File: src/rtl/diff_freq_serializer.sv
// diff_freq_serializer: packet-driven 3-channel pattern serializer with per-bit low/high speed
// Ports: clk; rst_n (asynchronous, active-high); i_data/i_rx_done_tick (received UART bytes);
//   o_serial_out0..2 (channel outputs); o_bit_tick (any channel starts a bit);
//   o_done_tick (a one-shot channel finished).
// Optional feature: define PACKET_TIMEOUT_EN to discard a partial packet after TIMEOUT_CLKS idle clocks.
module diff_freq_serializer #(
  parameter int DATA_BIT     = 32,
  parameter int PACK_NUM     = (2*DATA_BIT+8)/8,
  parameter int LOW_DIV      = 20,
  parameter int HIGH_DIV     = 10,
  parameter int TIMEOUT_CLKS = 20000
) (
  input  logic       clk,
  input  logic       rst_n,
  input  logic [7:0] i_data,
  input  logic       i_rx_done_tick,
  output logic       o_serial_out0,
  output logic       o_serial_out1,
  output logic       o_serial_out2,
  output logic       o_bit_tick,
  output logic       o_done_tick
);
  localparam int IDX_W = $clog2(DATA_BIT);
  localparam int DIV_W = $clog2((LOW_DIV > HIGH_DIV ? LOW_DIV : HIGH_DIV) + 1);
  localparam int PAY_W = 8*(PACK_NUM-1);
  localparam int BC_W  = $clog2(PACK_NUM);
  localparam logic [BC_W-1:0]  LAST    = BC_W'(PACK_NUM-1);
  localparam logic [DIV_W-1:0] LOW_LD  = DIV_W'(LOW_DIV-1);
  localparam logic [DIV_W-1:0] HIGH_LD = DIV_W'(HIGH_DIV-1);
  localparam logic [IDX_W-1:0] IDX_END = IDX_W'(DATA_BIT-1);
  logic [BC_W-1:0]     byte_cnt;
  logic [PAY_W-1:0]    pay;
  logic [7:0]          ctrl;
  logic                go, drop;
  logic [DATA_BIT-1:0] out_pat, freq_pat;
  logic [2:0]          run_q, run_d, idle_q, idle_d, rep_q, rep_d, start, stop, step, wrap;
  logic [2:0]          out_d, tick_d, done_d;
  logic [DATA_BIT-1:0] pat_q [3], pat_d [3], frq_q [3], frq_d [3];
  logic [IDX_W-1:0]    idx_q [3], idx_d [3], nidx [3];
  logic [DIV_W-1:0]    cnt_q [3], cnt_d [3];
`ifdef PACKET_TIMEOUT_EN
  localparam int GAP_W = $clog2(TIMEOUT_CLKS+1);
  logic [GAP_W-1:0] gap;
  assign drop = byte_cnt != '0 && gap == GAP_W'(TIMEOUT_CLKS-1);
  always_ff @(posedge clk or posedge rst_n)
    if (rst_n) gap <= '0;
    else gap <= (i_rx_done_tick || byte_cnt == '0) ? '0 : gap + GAP_W'(1);
`else
  assign drop = 1'b0;
`endif
  // Payload bytes shift in from the top so byte 0 lands in bits [7:0] once the packet is complete.
  always_ff @(posedge clk or posedge rst_n)
    if (rst_n) begin
      byte_cnt <= '0;
      pay      <= '0;
      ctrl     <= '0;
      go       <= 1'b0;
    end else begin
      go <= i_rx_done_tick && byte_cnt == LAST;
      if (i_rx_done_tick) begin
        byte_cnt <= byte_cnt == LAST ? '0 : byte_cnt + BC_W'(1);
        if (byte_cnt == LAST) ctrl <= i_data;
        else pay <= {i_data, pay[PAY_W-1:8]};
      end else if (drop) byte_cnt <= '0;
    end
  assign out_pat  = pay[DATA_BIT-1:0];
  assign freq_pat = pay[2*DATA_BIT-1:DATA_BIT];
  always_ff @(posedge clk or posedge rst_n)
    if (rst_n) begin
      run_q  <= '0;
      idle_q <= '0;
      rep_q  <= '0;
      for (int c = 0; c < 3; c++) begin
        pat_q[c] <= '0;
        frq_q[c] <= '0;
        idx_q[c] <= '0;
        cnt_q[c] <= '0;
      end
      {o_serial_out2, o_serial_out1, o_serial_out0} <= '0;
      o_bit_tick  <= 1'b0;
      o_done_tick <= 1'b0;
    end else begin
      run_q  <= run_d;
      idle_q <= idle_d;
      rep_q  <= rep_d;
      for (int c = 0; c < 3; c++) begin
        pat_q[c] <= pat_d[c];
        frq_q[c] <= frq_d[c];
        idx_q[c] <= idx_d[c];
        cnt_q[c] <= cnt_d[c];
      end
      {o_serial_out2, o_serial_out1, o_serial_out0} <= out_d;
      o_bit_tick  <= |tick_d;
      o_done_tick <= |done_d;
    end
  // A command for a channel overrides its playback in the same cycle; stop beats a bit boundary.
  always_comb
    for (int c = 0; c < 3; c++) begin
      start[c]  = go && ctrl[7:4] == 4'(c) && ctrl[1:0] == 2'b01;
      stop[c]   = go && ctrl[7:4] == 4'(c) && ctrl[1:0] == 2'b10;
      step[c]   = run_q[c] && cnt_q[c] == '0;
      wrap[c]   = step[c] && idx_q[c] == IDX_END;
      nidx[c]   = wrap[c] ? '0 : idx_q[c] + IDX_W'(1);
      run_d[c]  = start[c] || (run_q[c] && !stop[c] && !(wrap[c] && !rep_q[c]));
      idle_d[c] = (start[c] || stop[c]) ? ctrl[3] : idle_q[c];
      rep_d[c]  = start[c] ? ctrl[2] : rep_q[c];
      pat_d[c]  = start[c] ? out_pat : pat_q[c];
      frq_d[c]  = start[c] ? freq_pat : frq_q[c];
      idx_d[c]  = start[c] ? '0 : step[c] ? nidx[c] : idx_q[c];
      cnt_d[c]  = start[c] ? (freq_pat[0] ? HIGH_LD : LOW_LD) :
                  step[c]  ? (frq_q[c][nidx[c]] ? HIGH_LD : LOW_LD) :
                  run_q[c] ? cnt_q[c] - DIV_W'(1) : cnt_q[c];
    end
  always_comb
    for (int c = 0; c < 3; c++) begin
      out_d[c]  = run_d[c] ? pat_d[c][idx_d[c]] : idle_d[c];
      tick_d[c] = run_d[c] && (start[c] || step[c]);
      done_d[c] = wrap[c] && !rep_q[c] && !start[c] && !stop[c];
    end
endmodule

File: config.mk
export PLATFORM = sky130hd
export DESIGN_NAME = diff_freq_serializer
export DESIGN_NICKNAME = d
export VERILOG_FILES = /design/src/rtl/diff_freq_serializer.sv
export SDC_FILE = /design/constraint.sdc
export NUM_CORES = 1
export LEC_CHECK = 0
export CELL_PAD_IN_SITES_DETAIL_PLACEMENT = 1
export CELL_PAD_IN_SITES_GLOBAL_PLACEMENT = 1
export CORE_ASPECT_RATIO = 0.5
export CORE_UTILIZATION = 30
export CTS_BUF_LIST = sky130_fd_sc_hd__clkbuf_4 sky130_fd_sc_hd__clkbuf_8 sky130_fd_sc_hd__clkbuf_16
export CTS_CLUSTER_DIAMETER = 200
export CTS_CLUSTER_SIZE = 16
export DETAILED_ROUTE_END_ITERATION = 8
export PLACE_DENSITY_LB_ADDON = 0.1
export RECOVER_POWER = 50
export SLEW_MARGIN = 20
export SYNTH_ARGS = -nofsm -noshare
export SYNTH_HDL_FRONTEND = slang
export SYNTH_SLANG_ARGS = --single-unit
File: constraint.sdc
create_clock -name clk -period 13.44 [get_ports clk]
set_input_delay 2.688 -clock clk [delete_from_list [all_inputs] [get_ports clk]]
set_output_delay 2.688 -clock clk [all_outputs]
set_load 0.02 [all_outputs]
==> metrics.txt <==
most used flip-flop cell after synthesis=dfrtp_1; worst-case clock buffer depth=3; Final Hold Viols=0; cts repair resizes=0; post-CTS setup buffers=0; Setup violations, final=0; Commonest cells post-synth=nand2_1 (560), dfrtp_1 (313), mux2_2 (100), clkbuf_1 (55), o21ai_0 (38); Hold Path Class=flip-flop to flip-flop; share of layout cells above drive strength 1=0.0903; Worst slew margin=-2.38; DR vias/cell=5.13; CP top delay family=buffers and inverters; status=finished, violations left; PwrDens=172 mW/mm^2; RSZ-0062 raised after global routing=no; Max Cap Violations=11; Mapped Area=0.0148 mm^2; met2 GRT Util=0.298; R2R depth=7; worst path arrival time=8150 ps; hold endpoint=frq_q[5]$_DFFE_PP0P_; PortBufs=15; post-synthesis cell type with the largest combined area=dfrtp_1; Num CTS Buffers=23; CTS root buffer=clkbuf_16; CP Cell Sequence=dlygate4sd3_1, clkinvlp_2, buf_4, buf_4; failing checks=capacitance limit, slew limit; worst setup path startpoint=rst_n; CP max stage delay=2770 ps; core box area=0.0486 mm^2; Net Count, Synth=1538; routing usage on met3=0.0201; H-tree depth=1; final cycle utilization of the critical path=0.565; antenna violations before repair=0; 1st-iter DRT viols=587; largest net degree at the start of global routing=113; crit path time final=7590 ps; total track usage=0.194; Seq cells post-synth=313; GR Layer Usage met1=0.297; hold path cells=2; initial core utilization=0.304; most frequent CP cell=buf_4; TNS Setup=0 ps; Clock transition at path regs=80 ps; Hold Crit Start=frq_q[5]$_DFFE_PP0P_; area grow syn2layout=8.62%; Post-Route WL=47500 um; leakage=7.85 nW; mean area per synthesized cell=9.78 um^2; clock latency on the worst-skew pair=550 ps; CP bufs+invs=4; fmax=0.132 GHz; Worst R2R Setup Slack=7190 ps; Pre-antenna DRT Iters=5; Finished Core Util=0.331; Final HPWL DP=32800 um; Yosys cell types=81; TritonCTS clock tree=built; Mapped Cells=1513; Post-synth EDFFs=0; Crit Reg-Reg Startpoint=ctrl[4]$_DFFE_PP0P_; die height=159 um; # diodes=0; routed via count=11.0k; GRT Max-Usage Layer=met2; clk sinks=313; Worst Clk Skew=17.8 ps; total grt overflow=0; CP endpoint kind=asynchronous set/reset pin; top cell type's share of synthesized area=0.529; most common cell in the netlist=nand2_1; first-pass GRT wire length=75100 um; Fin Hold WS=470 ps; Worst setup SP type=input port; slew of the pin with the lowest slew margin=5040 ps; reg2reg end=o_serial_out2$_DFF_PP0_; Slowest-stage cell, CP=clkinvlp_2; VDD IR max=58.0 uV; vias in the first global route=11.8k; CP max FO=112; DRC violations left=0; gpl congestion=0.793; Die Wd=316 um; Site Rows=57; Seq/Total Area, Yosys=0.529; IO Pins=16; Wirelength per Cell=22.2 um; critical path class=input port to asynchronous set/reset pin; Die Area=0.0503 mm^2; dominant cells by area after synthesis=dfrtp_1 (53%), nand2_1 (14%), mux2_2 (7.6%); Max Slew Vio Count=518; Ys Warns=0; nets@finish=1509; # hold bufs at CTS=0; Routed Antenna Nets=0; Critical Path RT=13990 ps; Async S/R FF share, synth=1.00
-- cells in the final DEF, fill, tap and decap left out, drive strengths merged, types with 10 or more instances in the layout --
cell type	n
o31ai	15
clkbuf	30
nor2	35
and2	10
mux2i	36
clkdlybuf4s50	13
inv	30
nor3	13
o21ai	43
mux4	11
a211o	14
o211ai	14
nand3	29
a211oi	12
dfrtp	313
mux2	106
a21oi	23
nand2	561
ha	14
-- registers in the layout (all words and copies together) (netlist names), 3 cells and up --
register / flops
run_q: 3
ctrl: 8
pat_q: 96
frq_q: 96
pay: 64
idx_q: 15
cnt_q: 15
byte_cnt: 4
idle_q: 3
rep_q: 3
-- area by class of cell --
type | instances | area [um^2]
clock inverters | 2 | 17.5
inverters | 32 | 123
repair buffers | 27 | 214
fillers | 5539 | 32600
well taps | 649 | 812
flip-flops and latches | 313 | 7830
multi-input cells | 1087 | 6500
clock buffers | 23 | 576
-- worst register-to-register path, cell delays in order (launching register included) --
cell	delay, ps
dfrtp_1	540
nor4bb_1	130
nand2_2	130
clkbuf_1	2420
o21ai_0	1580
mux2_2	660
a2111o_1	420
o211ai_1	250
-- metal layers --
layer  routed length, um  up-vias
li1                    -     5059
met1               24700     5748
met2               21100      110
met3                 950       35
met4                 695        0
met5                   0        -
-- metrics by stage --
| step | cell area (um^2) | power, W | setup slack (ps) | cells |
|---|---|---|---|---|
| 2_1_floorplan | 14800 | 0.00182 | 2090 | 1513 |
| 3_3_place_gp | 15600 | 0.00211 | 7750 | 2108 |
| 3_5_place_dp | 15600 | 0.00214 | 7680 | 2108 |
| 4_1_cts | 16200 | 0.00281 | 8260 | 2133 |
| 5_1_grt | 16100 | 0.00293 | 4850 | 2133 |
| 6_report | 16100 | 0.00276 | 5850 | 2133 |
-- cell families after synthesis --
| kind of cell | Yosys count | synth area share |
|---|---|---|
| and+or+nand+nor | 710 | 0.201 |
| DFF | 313 | 0.529 |
| AOI/OAI and AO/OA | 194 | 0.0956 |
| buffers and inverters | 113 | 0.0301 |
| muxes | 153 | 0.122 |
| adders and majority gates | 14 | 0.0118 |
| xor gates and xnor gates | 16 | 0.00947 |
-- where the power goes --
part / internal, W / switching, W / total [W]
logic: 0.000283 / 0.000349 / 0.000632
clock network: 0.000306 / 0.000352 / 0.000658
registers: 0.00116 / 0.000313 / 0.00147
total: 0.00174 / 0.00101 / 0.00276
-- worst max-delay path by stage --
stage | endpoint | slack (ps) | cells after the start
floorplan | byte_cnt[0]$_DFFE_PP0P_ | 2090 | 1
finish | frq_q[60]$_DFFE_PP0P_ | 5850 | 4
global route | frq_q[57]$_DFFE_PP0P_ | 4850 | 4
global placement | pay[58]$_DFFE_PP0P_ | 7750 | 4
CTS | frq_q[60]$_DFFE_PP0P_ | 8260 | 4
detailed placement | frq_q[58]$_DFFE_PP0P_ | 7680 | 4
No activity file was read; power rests on OpenSTA's default activity.
